==> src/rtl/alu_pipe_if.sv <==
//==============================================================================
// Module      : alu_pipe_if
// Description : Handshake/data bundle for the alu_pipe two-stage ALU.
//               master = operand producer / result consumer,
//               slave  = the ALU pipeline.
//   a, b        operands (WIDTH)          inst       4-bit opcode
//   in_valid    operand valid             in_ready   pipeline can accept
//   z           result (WIDTH)            flags      {ILLEGAL,ZERO,CARRY,OVF}
//   out_valid   result valid              out_ready  consumer can accept
//   sticky_clr  clear accumulated flags   sticky     accumulated flags
// Revision    : 1.0 - initial release
//==============================================================================
`default_nettype none

interface alu_pipe_if #(
    parameter int WIDTH = 32
);
    logic [WIDTH-1:0] a;
    logic [WIDTH-1:0] b;
    logic [3:0]       inst;
    logic             in_valid;
    logic             in_ready;
    logic [WIDTH-1:0] z;
    logic [3:0]       flags;
    logic             out_valid;
    logic             out_ready;
    logic             sticky_clr;
    logic [3:0]       sticky;

    modport master (
        output a, b, inst, in_valid, out_ready, sticky_clr,
        input  in_ready, z, flags, out_valid, sticky
    );

    modport slave (
        input  a, b, inst, in_valid, out_ready, sticky_clr,
        output in_ready, z, flags, out_valid, sticky
    );
endinterface

`default_nettype wire

==> src/rtl/alu_pipe.sv <==
//==============================================================================
// Module      : alu_pipe
// Description : Two-stage pipelined ALU with valid/ready handshakes.
//               S1 registers operands + opcode, S2 registers result + flags.
//               Sticky flag accumulator ORs ILLEGAL/CARRY/OVF per transfer.
// Ports       : clk    - rising-edge clock
//               rst_n  - asynchronous active-low reset
//               bus    - alu_pipe_if.slave (operands, opcode, result, flags,
//                        both handshakes, sticky clear / sticky flags)
// Config      : `define ALU_DIVSTEP_EN enables the divide-step opcode 6;
//               otherwise opcode 6 returns zero with ILLEGAL set.
// Revision    : 1.0 - initial release
//==============================================================================
`default_nettype none

module alu_pipe #(
    parameter int WIDTH = 32
) (
    input  wire logic clk,
    input  wire logic rst_n,
    alu_pipe_if.slave bus
);
    localparam int MSB = WIDTH - 1;

    // Stage 1: captured operands
    logic             r_s1_valid;
    logic [WIDTH-1:0] r_s1_a;
    logic [WIDTH-1:0] r_s1_b;
    logic [3:0]       r_s1_inst;

    // Stage 2: result presented to the consumer
    logic             r_s2_valid;
    logic [WIDTH-1:0] r_z;
    logic [3:0]       r_flags;
    logic [3:0]       r_sticky;

    logic             w_s1_adv;
    logic             w_in_ready;
    logic             w_out_xfer;
    logic [3:0]       w_xfer_flags;

    logic [WIDTH-1:0] w_x;
    logic [WIDTH-1:0] w_y;
    logic             w_cin;
    logic             w_arith;
    logic [WIDTH:0]   w_sum;
    logic [WIDTH-1:0] w_z;
    logic             w_carry;
    logic             w_ovf;
    logic             w_illegal;

    assign w_s1_adv     = !r_s2_valid || bus.out_ready;
    assign w_in_ready   = !r_s1_valid || w_s1_adv;
    assign w_out_xfer   = r_s2_valid && bus.out_ready;
    // ZERO never accumulates into STICKY
    assign w_xfer_flags = {r_flags[3], 1'b0, r_flags[1:0]};

    // Every arithmetic opcode is one adder pass X + Y + cin
    always_comb begin
        w_x     = '0;
        w_y     = '0;
        w_cin   = 1'b0;
        w_arith = 1'b1;
        case (r_s1_inst)
            4'h0: begin w_x = r_s1_a; w_cin = 1'b1;                 end
            4'h1: begin w_x = r_s1_a; w_y = '1;                     end
            4'h2: begin w_x = r_s1_a; w_y = r_s1_b;                 end
            4'h3: begin w_x = r_s1_a; w_y = ~r_s1_b; w_cin = 1'b1;  end
            4'h4: begin
                if (!r_s1_a[MSB]) begin
                    w_x = r_s1_a;
                end else begin
                    w_y   = ~r_s1_a;
                    w_cin = 1'b1;
                end
            end
            4'h5: begin w_y = ~r_s1_a; w_cin = 1'b1;                end
            4'h7: begin w_y = ~r_s1_b; w_cin = 1'b1;                end
            default: w_arith = 1'b0;
        endcase
    end

    assign w_sum = {1'b0, w_x} + {1'b0, w_y} + {{WIDTH{1'b0}}, w_cin};

`ifdef ALU_DIVSTEP_EN
    // Non-restoring divide step: subtract when signs agree, else add
    logic [WIDTH-1:0] w_div;
    assign w_div = (r_s1_a[MSB] == r_s1_b[MSB]) ? (r_s1_b - r_s1_a)
                                                : (r_s1_b + r_s1_a);
`endif

    always_comb begin
        w_z       = w_sum[WIDTH-1:0];
        w_carry   = w_sum[WIDTH];
        w_ovf     = (w_x[MSB] == w_y[MSB]) && (w_sum[MSB] != w_x[MSB]);
        w_illegal = 1'b0;
        if (!w_arith) begin
            w_carry = 1'b0;
            w_ovf   = 1'b0;
            case (r_s1_inst)
                4'h6: begin
`ifdef ALU_DIVSTEP_EN
                    w_z     = {w_div[WIDTH-2:0], 1'b0};
                    w_carry = w_div[MSB];
`else
                    w_z       = '0;
                    w_illegal = 1'b1;
`endif
                end
                4'h8:    w_z = r_s1_a & r_s1_b;
                4'h9:    w_z = r_s1_a | r_s1_b;
                4'hA:    w_z = r_s1_a ^ r_s1_b;
                4'hB:    w_z = ~r_s1_b;
                4'hC:    w_z = r_s1_a;
                4'hD:    w_z = ~r_s1_a;
                4'hE:    w_z = '0;
                default: w_z = '1;
            endcase
        end
    end

    always_ff @(posedge clk or negedge rst_n) begin
        if (!rst_n) begin
            r_s1_valid <= 1'b0;
            r_s1_a     <= '0;
            r_s1_b     <= '0;
            r_s1_inst  <= '0;
            r_s2_valid <= 1'b0;
            r_z        <= '0;
            r_flags    <= '0;
            r_sticky   <= '0;
        end else begin
            if (w_in_ready) begin
                r_s1_valid <= bus.in_valid;
                if (bus.in_valid) begin
                    r_s1_a    <= bus.a;
                    r_s1_b    <= bus.b;
                    r_s1_inst <= bus.inst;
                end
            end
            // S2 only reloads when it is empty or being drained, so a
            // stalled result holds stable
            if (w_s1_adv) begin
                r_s2_valid <= r_s1_valid;
                if (r_s1_valid) begin
                    r_z     <= w_z;
                    r_flags <= {w_illegal, (w_z == '0), w_carry, w_ovf};
                end
            end
            // Clear takes priority over accumulation but keeps the flags
            // of a transfer happening in the same cycle
            if (bus.sticky_clr) begin
                r_sticky <= w_out_xfer ? w_xfer_flags : 4'b0000;
            end else if (w_out_xfer) begin
                r_sticky <= r_sticky | w_xfer_flags;
            end
        end
    end

    assign bus.in_ready  = w_in_ready;
    assign bus.out_valid = r_s2_valid;
    assign bus.z         = r_z;
    assign bus.flags     = r_flags;
    assign bus.sticky    = r_sticky;

endmodule

`default_nettype wire

==> src/flat_wrapper.sv <==
// flat-port wrapper written by rule: the top's interface ports become plain ports
module alu_pipe_flat 
#(
    parameter int WIDTH = 32
)
  (clk, rst_n, bus_a, bus_b, bus_inst, bus_in_valid, bus_out_ready, bus_sticky_clr, bus_in_ready, bus_z, bus_flags, bus_out_valid, bus_sticky);
  alu_pipe_if #(.WIDTH(WIDTH)) bus_i ();
  input  wire logic clk;
  input  wire logic rst_n;
  input wire logic [$bits(bus_i.a)-1:0] bus_a;
  input wire logic [$bits(bus_i.b)-1:0] bus_b;
  input wire logic [$bits(bus_i.inst)-1:0] bus_inst;
  input wire logic [$bits(bus_i.in_valid)-1:0] bus_in_valid;
  input wire logic [$bits(bus_i.out_ready)-1:0] bus_out_ready;
  input wire logic [$bits(bus_i.sticky_clr)-1:0] bus_sticky_clr;
  output wire logic [$bits(bus_i.in_ready)-1:0] bus_in_ready;
  output wire logic [$bits(bus_i.z)-1:0] bus_z;
  output wire logic [$bits(bus_i.flags)-1:0] bus_flags;
  output wire logic [$bits(bus_i.out_valid)-1:0] bus_out_valid;
  output wire logic [$bits(bus_i.sticky)-1:0] bus_sticky;
  assign bus_i.a = bus_a;
  assign bus_i.b = bus_b;
  assign bus_i.inst = bus_inst;
  assign bus_i.in_valid = bus_in_valid;
  assign bus_i.out_ready = bus_out_ready;
  assign bus_i.sticky_clr = bus_sticky_clr;
  assign bus_in_ready = bus_i.in_ready;
  assign bus_z = bus_i.z;
  assign bus_flags = bus_i.flags;
  assign bus_out_valid = bus_i.out_valid;
  assign bus_sticky = bus_i.sticky;
  alu_pipe #(.WIDTH(WIDTH)) u_core (.clk(clk), .rst_n(rst_n), .bus(bus_i));
endmodule
==> config.mk <==
export PLATFORM = sky130hd
export DESIGN_NAME = alu_pipe_flat
export DESIGN_NICKNAME = d
export VERILOG_FILES = /design/src/rtl/alu_pipe_if.sv /design/src/rtl/alu_pipe.sv /design/src/flat_wrapper.sv
export SDC_FILE = /design/constraint.sdc
export NUM_CORES = 1
export LEC_CHECK = 0
export CAP_MARGIN = 10
export CORE_ASPECT_RATIO = 2
export CORE_MARGIN = 1.5
export CORE_UTILIZATION = 25
export DETAILED_ROUTE_END_ITERATION = 16
export DONT_BUFFER_PORTS = 1
export PLACE_DENSITY = 0.4
export SLEW_MARGIN = 25
export SYNTH_ARGS = -nofsm -noshare
export SYNTH_HDL_FRONTEND = slang
export SYNTH_SLANG_ARGS = --single-unit
==> constraint.sdc <==
create_clock -name clk -period 6.2 [get_ports clk]
set_input_delay 0 -clock clk [delete_from_list [all_inputs] [get_ports clk]]
set_output_delay 0 -clock clk [all_outputs]
set_load 0.02 [all_outputs]
**After elaboration in Yosys (flattened, before gate mapping)**

Cells that the tools add are included.

- Memories kept: 0
- Bits in writable memories: 0
- Bits in latches: 0
- Bits of input ports: 73
- Memory bits (read-only): 0
- Output and inout bits: 42
- Bits in registers: 110

- Reduce and logical (&&, ||, !) cells: 16
- $mul: 0
- Bitwise gates (word level): 6
- Muxes and demuxes: 16
- Equality and inequality tests: 16
- Shift-type cells: 0
- Add/subtract/negate cells: 2
- Order comparisons: 0
- Div/mod/pow operators: 0

Operators with widths:

| cell | count |
|---|---|
| $pmux 32 s7 | 1 |
| $pmux 32 s5 | 1 |
| $mux 32 | 2 |
| $not 32->32 | 2 |
| $pmux 32 s2 | 1 |
| $add 32x32->33 | 1 |
| $add 33x1->33 | 1 |
| $and 32x32->32 | 1 |
| $logic_not 32->1 | 1 |
| $or 32x32->32 | 1 |
| $xor 32x32->32 | 1 |
| $mux 31 | 1 |
| $eq 4x4->1 const B | 7 |
| $eq 4x3->1 const B | 4 |
| $mux 4 | 3 |
| $eq 4x2->1 const B | 2 |
| $reduce_or 4->1 | 2 |
| $reduce_or 7->1 | 1 |
| $mux 1 | 6 |
| $eq 4x1->1 const B | 1 |
| $logic_not 4->1 | 1 |
| $or 4x4->4 | 1 |
| $reduce_and 2->1 | 2 |
| $reduce_or 2->1 | 2 |
| other kinds (7) | 10 |

**Depth between registers and ports, before layout**

Gate-level depths: netlist of run 1.

- Depth in word-level cells: 8
- Gate-level depth with buffers: 22
- Gate-level depth less buffers: 18

**Worst setup path before layout of run 1**

OpenSTA, ideal clock, no wires.

- Path kind: reg2reg
- Start point: register u_core.r_s1_inst[2]
- End point: register u_core.r_flags[2] (netlist: u_core.bus.flags[2])
- Stages on the path, launching flop included: 23
- Arrival time: 4.742 ns
- Setup slack: 1.382 ns
- Period minus slack after synthesis: 4.818 ns
- Path buffers: 5
- Cell sequence: dfrtp_1 buf_4 buf_2 clkbuf_1 clkbuf_1 nand2_1 nor2_1 o21ai_0 clkbuf_1 o21ai_0 a21oi_1 fa_1 fa_1 nand2b_1 a21oi_1 o2111ai_1 a31oi_4 a211oi_4 o2111ai_1 o31ai_1 a2111oi_0 nand4_1 o21ai_1

- Longest elaborated chain between the ends: 7
- Elaborated cells on any way between the ends: 29

Ends and longest elaborated chain:

| item | RTL line | text |
|---|---|---|
| start: declaration | alu_pipe.sv:29 | `logic [3:0] r_s1_inst;` |
| start signal: assignment | alu_pipe.sv:138 | `r_s1_inst <= bus.inst;` |
| $eq 4x1->1, or another cell as far along | alu_pipe.sv:64 | `case (r_s1_inst)` |
| $reduce_or 4->1 (no source line) / $reduce_or 2->1 (equally long branches) | - |  |
| $pmux 32 s2 / $pmux 32 s5 (equally long branches) | alu_pipe.sv:64 |  |
| $add 32x32->33 | alu_pipe.sv:83 | `assign w_sum = {1'b0, w_x} + {1'b0, w_y} + {{WIDTH{1'b0}}, w_cin};` |
| $add 33x1->33 | alu_pipe.sv:83 |  |
| $mux 32 * | alu_pipe.sv:97 | `if (!w_arith) begin` |
| $logic_not 32->1 * | alu_pipe.sv:147 | `r_flags <= {w_illegal, (w_z == '0), w_carry, w_ovf};` |
| end signal: assignment | alu_pipe.sv:147 |  |
| end: declaration | alu_pipe.sv:34 | `logic [3:0] r_flags;` |

Every way passes the cells marked *; elsewhere a longest branch is shown, timed or not.
A chain may end at the register's enable or synchronous reset.

**Worst setup path after layout of run 1**

- Start point: register u_core.r_s1_inst[0]
- End point: register u_core.r_flags[2] (netlist: u_core.bus.flags[2])

The elaborated chain is that of the path after synthesis.

==> results.toml, run 1 <==
[run_status]
status = "complete, no violations"

[floorplanning]
die_w_um = 144.2
io_pins = 115
die_h_um = 285.5
initial_utilization_pct = 25.29
row_count = 103
core_area_mm2 = 0.03944
die_area_mm2 = 0.04117

[critical_path]
critical_path.cell_chain = "buf_4 -> nor2b_1 -> nand2_1 -> buf_4 -> o211ai_1 -> ha_1 -> a21o_1 -> o21bai_1 -> a21oi_1 -> a211oi_1 -> buf_4 -> o2111ai_1 -> nand2_1 -> a21o_1 -> a2111oi_0 -> buf_4 -> nand4_1 -> o21ai_1"
max_stage_delay_ps = 680
crit_arrival_ps = 5180
crit_path_start_kind = "flop"
cpMostUsedCell = "buf_4"
crit_family = "compound AO/OA/AOI/OAI gates"
crit_type = "reg -> reg"
cp.required_ps = 6530
crit_slowest_cell = "dfrtp_2"
cp_num_buf_inv = 4
cp-end-kind = "flop"
worstPathMaxFanout = 25

[flow_run]
drv_cap = 0

[layout]
fin_nets = 1396
drive_above_1_share_pct = 12.75
multi_input_comb_area_mm2 = 0.006619
syn_to_final_growth_pct = 16.64
antenna_cells = 0
final_util_pct = 29.50
regArea_mm2 = 0.002731
fill_cells = 4321

[placed_design]
hpwlAfterDp_um = 31900
routabilityCongestion = 0.9182
dp_slack_ps = 1444
numPortBuffers = 0

[sta]
fin_crit_sh_pct = 78.20
maxSlewHeadroom_pct = 26.98
finalCriticalPeriod_ps = 4849
timing.hold.ws_ps = 18.10
layout_setup_ws_ps = 1351
fmax_ghz = 0.2062
finalSetupViolCount = 0
hold_violations = 0
rsz0062_at_grt = "false"
finalMaxSlewViolations = 0
clock_skew_ps = 10.94
tightest_slew_ps = 1068
finalSetupTns_ps = 0

[synth]
synth_flop_cell = "dfrtp_1"
ys_seq_elements = 109
postSynthCellCount = 1188
synth_edf_count = 0
yosysWarnings = 0
synth_cell_type_count = 77
synth_top_cell_area_share_pct = 27.35
yosysSeqAreaShare_pct = 27.35
synth_fp_nets = 1358
synthTopCellsByArea = "dfrtp_1 (27%), ha_1 (12%), mux2_2 (9.0%)"
yosysTopAreaCell = "dfrtp_1"
synth_area_per_cell_um2 = 8.395
synthArstFlopShare_pct = 100.0
synth_area_mm2 = 0.009973

[detailed_routing]
wire_per_inst_um = 23.28
drt_first_pass_iters = 6
via_per_inst = 5.334
num_vias = 9366
drt_iter0_drc = 559
ant_nets = 0
drc = 0
wirelength_um = 40880

[power]
p_int_uw = 1864
clock_power_share_pct = 17.7
irDropWorstVdd_v = 0.0001291
comb_power_share_pct = 48.7
seq_power_share_pct = 33.6
power_density_mw_per_mm2 = 309.7
switchingPower_uw = 1739
swShare_pct = 48.27
p_leak_uw = 0.005050
power_uw = 3603

[clocking]
cts_tree = "yes"
clockBufferDepth = 2
cts.sink_count = 109
htree_levels = 3
ctsResizeCount = 0
cts_made_buffers = 9
cts_root_buf = "clkbuf_16"
cts.clk_slew.worst_paths_ps = 80
post_cts_buffers = 0
clkLatencyLatePin_ps = 400

[global_routing]
grt_pass1_vias = 9602
grt_first_pass_wirelength_um = 60440
antenna_found_initial = 0
grt_overflow = 0
grt_usage_pct = 20.10
grt_max_degree = 110

[min_path]
hold_path.class = "in -> reg"
==> kinds of logic after synthesis <==
kind of cell | synth area share [%]
xor gates and xnor gates | 1.756
DFF | 27.35
and+or+nand+nor | 15.24
other | 0.03760
adders and majority gates | 12.32
AOI/OAI and AO/OA | 24.73
buffers and inverters | 6.687
muxes | 11.88
==> cells in the final DEF, fill, tap and decap left out, drive strengths merged, types with 4 or more instances in the layout <==
master,Yosys,layout
o21ai,128,128
a221o,4,4
nor2b,15,15
dlygate4sd3,0,73
a22oi,4,4
nor4,5,5
o22ai,10,10
inv,83,86
xor2,7,7
nor2,62,62
o21a,5,5
nor3,13,13
dfrtp,109,109
a221oi,14,14
a31oi,6,6
xnor2,13,13
buf,36,34
a21o,16,16
o211ai,39,39
o31ai,8,8
nand2,121,121
mux4,5,5
o21bai,4,4
nand2b,10,10
mux2i,16,16
and2,37,37
and3,4,4
ha,95,95
a211oi,8,8
mux2,81,81
or3,4,4
o41ai,4,4
a2111oi,5,5
clkbuf,44,10
nand3,20,20
nand4,13,13
a21oi,82,82
or4,5,5
o221ai,7,7
==> per-stage QoR <==
stage | instances | instance area, um^2
floorplan | 1188 | 9973
global placement | 1666 | 10570
detailed placement | 1666 | 10570
CTS | 1756 | 11630
global route | 1756 | 11630
finish | 1756 | 11630
==> area by class of cell <==
class,count,share of cell area (%)
Multi-Input combinational cell,916,56.90
Sequential cell,109,23.48
Timing Repair Buffer,107,8.648
Tap cell,525,5.647
Inverter,83,2.678
Clock buffer,10,1.968
Clock inverter,6,0.6776
==> state kept, by name, summed over array words and instances (netlist names) <==
name	cells
u_core.bus.flags	4
u_core.bus.out_valid	1
u_core.bus.sticky	3
u_core.bus.z	32
u_core.r_s1_a	32
u_core.r_s1_b	32
u_core.r_s1_inst	4
u_core.r_s1_valid	1
==> routing by layer <==
layer  vias to the layer above  track usage [%]  part of all wire (%)
li1                       4374                -                     -
met1                      4609            19.74                    35
met2                       294            38.49                    55
met3                        89            2.394                   3.9
met4                         0            13.01                   6.3
met5                         -                0                     0
==> final timing paths <==
check                                                 from                               to  slack [ps]  depth (start not counted)
setup / recovery           u_core.r_s1_inst[0]$_DFFE_PN0P_  u_core.bus.flags[2]$_DFFE_PN0P_        1350                         18
hold / removal                               bus_out_ready    u_core.r_s1_valid$_DFFE_PN0N_          20                          2
setup reg to reg           u_core.r_s1_inst[0]$_DFFE_PN0P_  u_core.bus.flags[2]$_DFFE_PN0P_        1350                         18
hold reg to reg            u_core.r_s1_inst[3]$_DFFE_PN0P_  u_core.r_s1_inst[3]$_DFFE_PN0P_         570                          1
max in group asynchronous                            rst_n  u_core.r_s1_inst[1]$_DFFE_PN0P_        5550                          2
min in group asynchronous                            rst_n    u_core.r_s1_b[12]$_DFFE_PN0P_         190                          2
==> power by group through the flow <==
stage                     clock [uW]  combinational, uW  sequential (uW)
after global placement             0               1700             1240
after floorplan                    0               1180             1120
after detailed placement           0               1690             1240
after global routing             685               1920             1250
final                            636               1750             1210
after CTS                        667               1760             1230
==> cell usage after synthesis, drive strengths merged, types with 36 or more instances <==
master	instances
o211ai	39
nor2	62
clkbuf	44
ha	95
mux2	81
inv	83
o21ai	128
dfrtp	109
a21oi	82
buf	36
and2	37
nand2	121
==> what timing repair did <==
| action | in CTS | in global routing |
|---|---|---|
| hold buffers | 74 | 0 |
| hold endpoints to repair | 183 | 0 |
| setup endpoints to repair | 0 | 0 |
(Power assumes the default switching activity.)
==> inputs of run 2 (changes only) <==
--- a/config.mk
+++ b/config.mk
@@ -5,6 +5,7 @@
 export SDC_FILE = /design/constraint.sdc
 export NUM_CORES = 1
 export LEC_CHECK = 0
+export ABC_AREA = 1
 export CAP_MARGIN = 10
 export CORE_ASPECT_RATIO = 2
 export CORE_MARGIN = 1.5
==> constraint.sdc (replaced) <==
create_clock -name clk -period 4.9 [get_ports clk]
set_input_delay 0 -clock clk [delete_from_list [all_inputs] [get_ports clk]]
set_output_delay 0 -clock clk [all_outputs]
set_load 0.02 [all_outputs]
==> run 2 against run 1 <==
Against the previous run:
- hold slack improved by 190 ps
- combinational power is 9% higher
- clock power up 21%
- critical path type unchanged
- largest cell class unchanged
- synthesized cell count up 34%
- clock-buffer cell count is 1 higher
==> results.toml, run 2 <==
[clocking]
cts_made_buffers = 9
clockBufferDepth = 2
cts_tree = "yes"
clkLatencyLatePin_ps = 400
cts.clk_slew.worst_paths_ps = 80
htree_levels = 3
cts.sink_count = 109
cts_root_buf = "clkbuf_16"

[layout]
final_util_pct = 29.35
final_area_mm2 = 0.01157
fin_nets = 1805
fill_cells = 4556
drive_above_1_share_pct = 3.415
fin_cells = 2165
antenna_cells = 0
final_common_cell = "nand2_1"
syn_to_final_growth_pct = 15.57
mostFrequentLayoutCells = "nand2_1 (452), nor2_1 (241), inv_1 (216)"

[synth]
synth_fp_nets = 1764
synth_cell_type_count = 41
synth_flop_cell = "dfrtp_1"
yosysSeqAreaShare_pct = 27.24
ys_seq_elements = 109
netlist_top_cells_count = "nand2_1 (454), nor2_1 (241), inv_1 (216)"
synth_area_per_cell_um2 = 6.282
synth_most_common_cell = "nand2_1"
yosysWarnings = 0
yosysTopAreaCell = "dfrtp_1"
synth_area_mm2 = 0.01001
postSynthCellCount = 1594
synth_edf_count = 0
synthTopCellsByArea = "dfrtp_1 (27%), nand2_1 (17%), ha_1 (12%)"
synthArstFlopShare_pct = 100.0
synth_top_cell_area_share_pct = 27.24

[detailed_routing]
wire_per_inst_um = 20.42
wirelength_um = 44210
num_vias = 10340
drc = 0
ant_nets = 0
drt_first_pass_iters = 5
drt_iter0_drc = 567
via_per_inst = 4.778

[sta]
finalMaxSlewViolations = 0
maxSlewHeadroom_pct = 32.76
rsz0062_at_grt = "false"
finalSetupViolCount = 0
tightest_slew_ps = 1006
layout_setup_ws_ps = 903.3
finalSetupTns_ps = 0
finalCriticalPeriod_ps = 3997
hold_violations = 0
fmax_ghz = 0.2502
fin_crit_sh_pct = 81.56
clock_skew_ps = 16.13

[floorplanning]
row_count = 103
initial_utilization_pct = 25.39
io_pins = 115
die_w_um = 144.5
die_h_um = 286.0
core_area_mm2 = 0.03944
die_area_mm2 = 0.04134

[critical_path]
crit_type = "reg -> reg"
crit_arrival_ps = 4320
cp.required_ps = 5220
regToRegSetupSlack_ps = 900
cp-end-kind = "flop"
r2r-start = "u_core.r_s1_inst[1]$_DFFE_PN0P_"
crit_start = "u_core.r_s1_inst[1]$_DFFE_PN0P_"
cp-endpoint = "u_core.bus.flags[2]$_DFFE_PN0P_"
worstPathMaxFanout = 33
crit_path_start_kind = "flop"
r2r-end = "u_core.bus.flags[2]$_DFFE_PN0P_"
reg2reg_depth = 21

[power]
irDropWorstVdd_v = 0.0001799
p_leak_uw = 0.005962
power_density_mw_per_mm2 = 357.8

[placed_design]
routabilityCongestion = 0.9710
dp_slack_ps = 987.4
dp_cells = 2076
numPortBuffers = 0
post_dp_cell_area_mm2 = 0.01054
hpwlAfterDp_um = 35100

[global_routing]
grt_max_degree = 110
grt_overflow = 0
grt_usage_pct = 21.72
grt_pass1_vias = 10430
antenna_found_initial = 0
grt_first_pass_wirelength_um = 64470

[min_path]
hold_path.class = "in -> async"

[run_status]
status = "complete, no violations"

[flow_run]
drv_cap = 0
## run 2: cell types whose count changed in the layout (fill, tap and decap cells not counted), moves of 46 or more
cell / change
nor2_1: +180
nand2_1: +333
a21oi_1: +46
inv_1: +134
nand3_1: +54
mux2_2: -80
## run 2: worst min path at each step
stage          startpoint                         endpoint
2_1_floorplan       rst_n  u_core.bus.flags[0]$_DFFE_PN0P_
3_3_place_gp        rst_n      u_core.bus.z[2]$_DFFE_PN0P_
3_5_place_dp        rst_n      u_core.bus.z[2]$_DFFE_PN0P_
4_1_cts             rst_n      u_core.bus.z[2]$_DFFE_PN0P_
5_1_grt             rst_n      u_core.bus.z[2]$_DFFE_PN0P_
6_report            rst_n      u_core.bus.z[2]$_DFFE_PN0P_
## run 2: layout make-up
cell class	count	area (um^2)	area share, %
Clock buffer	11	242.7	2.098
Clock inverter	5	41.29	0.3568
Inverter	223	837.1	7.233
Multi-Input combinational cell	1200	6176	53.37
Sequential cell	109	2728	23.57
Tap cell	525	656.9	5.676
Timing Repair Buffer	92	890.9	7.698
## run 2: per-layer routing
metal / vias to the layer above / part of all wire (%) / track usage, %
li1: 5188 / - / -
met1: 4788 / 33 / 19.23
met2: 265 / 56 / 42.56
met3: 103 / 3.2 / 2.996
met4: 0 / 8.4 / 16.57
met5: - / 0 / 0
## run 2: cells by family (layout without fill, tap and decap cells)
group,count (synthesis),after routing,share of synthesized area (%)
other,1,1,0.03745
and+or+nand+nor,801,801,31.76
DFF,109,109,27.24
adders and majority gates,97,97,12.27
AOI/OAI and AO/OA,300,300,17.14
xor gates and xnor gates,1,1,0.08748
buffers and inverters,285,331,11.46
## run 2: metrics by stage
stage,total power [uW],hold WS (ps)
6_report,4141,203.6
5_1_grt,4433,255.4
4_1_cts,4225,215.4
3_5_place_dp,3347,-291.8
3_3_place_gp,3344,-290.9
2_1_floorplan,2580,-295.6
## run 2: where the power goes
group	internal, uW	switching, uW
Sequential	1100	365
Combinational	580	1330
Clock	365	403
## run 2: critical path: stages (launching register included)
cell and delay (ps):
dfrtp_1 490, nand2_1 160, nor2_1 110, buf_4 370, nand2_1 80, o21ai_0 90
a211oi_1 80, fa_1 470, fa_1 570, inv_1 160, nand3_1 110, nand2_1 170
nand2_1 90, nand4_1 80, nand2_1 60, a21oi_1 230, nand2_1 80, nor2_1 150
nand3_1 100, nor2_1 120, nand3_1 90, nand2_1 60
## run 2: timing repair
item / in CTS / in global routing
buffers inserted: 0 / 0
hold buffers: 73 / 0
hold endpoints to repair: 181 / 0
gates resized for setup: 0 / 0
==> inputs of run 3 (changes only) <==
--- a/config.mk
+++ b/config.mk
@@ -5,14 +5,14 @@
 export SDC_FILE = /design/constraint.sdc
 export NUM_CORES = 1
 export LEC_CHECK = 0
-export ABC_AREA = 1
+export ABC_AREA = 0
 export CAP_MARGIN = 10
 export CORE_ASPECT_RATIO = 2
 export CORE_MARGIN = 1.5
 export CORE_UTILIZATION = 25
 export DETAILED_ROUTE_END_ITERATION = 16
 export DONT_BUFFER_PORTS = 1
-export PLACE_DENSITY = 0.4
+export PLACE_DENSITY = 0.42
 export SLEW_MARGIN = 25
 export SYNTH_ARGS = -nofsm -noshare
 export SYNTH_HDL_FRONTEND = slang
==> constraint.sdc (replaced) <==
create_clock -name clk -period 3.5 [get_ports clk]
set_input_delay 0 -clock clk [delete_from_list [all_inputs] [get_ports clk]]
set_output_delay 0 -clock clk [all_outputs]
set_load 0.02 [all_outputs]
==> run 3 against run 2 <==
Against the previous run:
- the run now ends with negative setup slack left
- core utilization up 6.8 points
- die area down 0.39%
- sequential power up 41%
- cell count decreased by 6.8%
- critical path type unchanged
==> results.toml, run 3 (synthesis results as in run 1) <==
[critical_path]
r2r-end = "u_core.bus.flags[2]$_DFFE_PN0P_"
worstPathMaxFanout = 6
crit_type = "reg -> reg"
cp.required_ps = 3820
r2r-start = "u_core.r_s1_inst[1]$_DFFE_PN0P_"
crit_path_start_kind = "flop"
crit_arrival_ps = 4370
reg2reg_depth = 19
cp-end-kind = "flop"
regToRegSetupSlack_ps = -550

[run_status]
violations = "negative setup slack"
status = "finished with violations"

[detailed_routing]
via_per_inst = 5.144
drt_first_pass_iters = 5
num_vias = 10380
drt_iter0_drc = 507
wirelength_um = 44910
ant_nets = 0
drc = 0
wire_per_inst_um = 22.25

[min_path]
whs_path_depth = 2
hold_path.class = "in -> reg"
min_delay_worst_endpoint = "u_core.r_s1_valid$_DFFE_PN0N_"
hp-start = "bus_out_ready"

[sta]
hold_violations = 0
tightest_slew_ps = 859.4
finalSetupTns_ps = -3285
clock_skew_ps = 11.97
rsz0062_at_grt = "true"
fmax_ghz = 0.2468
finalCriticalPeriod_ps = 4052
layout_setup_ws_ps = -551.8
finalSetupViolCount = 14
fin_crit_sh_pct = 115.8
maxSlewHeadroom_pct = 42.71
timing.hold.ws_ps = 51.19
finalMaxSlewViolations = 0

[global_routing]
grt_first_pass_wirelength_um = 66950
grt_max_degree = 110
grt_usage_pct = 22.22
antenna_found_initial = 0
grt_overflow = 0
grt_pass1_vias = 10840

[layout]
syn_to_final_growth_pct = 42.79
fill_cells = 4224
mostFrequentLayoutCells = "buf_4 (269), nand2_1 (113), dfrtp_1 (105)"
antenna_cells = 0
fin_cells = 2018
drive_above_1_share_pct = 33.82
final_common_cell = "buf_4"
fin_nets = 1658
final_area_mm2 = 0.01424

[clocking]
htree_levels = 3
clockBufferDepth = 2
cts_made_buffers = 9
cts.sink_count = 109
cts_tree = "yes"
cts.clk_slew.worst_paths_ps = 80
cts_root_buf = "clkbuf_16"
clkLatencyLatePin_ps = 400

[placed_design]
routabilityCongestion = 0.9265
dp_cells = 1898
numPortBuffers = 0
post_dp_cell_area_mm2 = 0.01246
hpwlAfterDp_um = 35690

[floorplanning]
core_area_mm2 = 0.03944
initial_utilization_pct = 25.29
row_count = 103
die_area_mm2 = 0.04117
io_pins = 115
die_h_um = 285.5
die_w_um = 144.2

[power]
power_density_mw_per_mm2 = 541.1
irDropWorstVdd_v = 0.0002755
power_uw = 7705
p_leak_uw = 0.006500

[flow_run]
drv_cap = 0
==> run 3: changes by cell type in the layout (fill, tap and decap cells not counted), sizes merged, moves of 12 or more <==
cell / previous run / this run
nand2: 456 / 121
a21oi: 127 / 82
mux2i: 0 / 16
nand3: 74 / 20
and2: 2 / 37
buf: 20 / 296
o21ai: 87 / 128
xnor2: 1 / 13
inv: 223 / 84
a21o: 1 / 16
nor2b: 0 / 15
mux2: 0 / 81
nor2: 246 / 62
a31oi: 18 / 6
==> run 3: worst max-delay path, stage by stage, from the launching register on <==
cell       delay, ps
dfrtp_2          440
buf_12           140
nor2_4            90
nand2_2           70
a21oi_4          160
buf_6            160
nand2_4           50
fa_2             360
fa_2             350
nand2b_4         170
a21oi_4          230
o2111ai_2        160
a31oi_4          280
buf_6            160
mux2i_2          210
nor2_1            60
a211o_1          260
a2111oi_4        200
nand4_1          250
o21ai_1          170
==> run 3: worst max-delay path by stage <==
stage / slack [ps] / end / depth (start not counted) / start
2_1_floorplan: -560 / u_core.bus.flags[2]$_DFFE_PN0P_ / 22 / u_core.r_s1_inst[1]$_DFFE_PN0P_
3_3_place_gp: -940 / u_core.bus.flags[2]$_DFFE_PN0P_ / 19 / u_core.r_s1_inst[1]$_DFFE_PN0P_
3_5_place_dp: -1000 / u_core.bus.flags[2]$_DFFE_PN0P_ / 19 / u_core.r_s1_inst[1]$_DFFE_PN0P_
4_1_cts: -630 / u_core.bus.flags[2]$_DFFE_PN0P_ / 19 / u_core.r_s1_inst[1]$_DFFE_PN0P_
5_1_grt: -760 / u_core.bus.flags[2]$_DFFE_PN0P_ / 19 / u_core.r_s1_inst[1]$_DFFE_PN0P_
6_report: -550 / u_core.bus.flags[2]$_DFFE_PN0P_ / 19 / u_core.r_s1_inst[1]$_DFFE_PN0P_
==> run 3: through the flow <==
| step | utilization [%] | setup WS, ps |
|---|---|---|
| 2_1_floorplan | - | -556.8 |
| 3_3_place_gp | 31.59 | -935.7 |
| 3_5_place_dp | 31.59 | -995.5 |
| 4_1_cts | 35.47 | -629.2 |
| 5_1_grt | 36.11 | -764.4 |
| 6_report | 36.11 | -551.8 |
==> run 3: area by class of cell <==
type / instances / area, um^2 / area share (%)
repair buffers: 369 / 3138 / 22.03
flip-flops and latches: 109 / 2733 / 19.19
clock inverters: 6 / 50.05 / 0.3514
multi-input cells: 916 / 7123 / 50.02
well taps: 525 / 656.9 / 4.613
inverters: 83 / 311.5 / 2.188
clock buffers: 10 / 229.0 / 1.608
==> run 3: report_power, final <==
group | switching [uW] | internal, uW
Clock | 557 | 489
Sequential | 522 | 1540
Combinational | 2430 | 2170
Total | 3500 | 4200
==> run 3: timing repair <==
action / in CTS / in global routing
pin swaps: 42 / 60
gates resized for setup: 80 / 53
gates cloned: 1 / 0
hold endpoints to repair: 183 / 0
setup buffers: 24 / 11
hold buffers: 74 / 0
endpoints found under the setup margin: 22 / 24
==> run 3: metal layers <==
metal	global-route usage, %	part of all wire [%]
met1	21.89	35
met2	42.15	55
met3	2.427	3.0
met4	15.40	7.3
met5	0	0
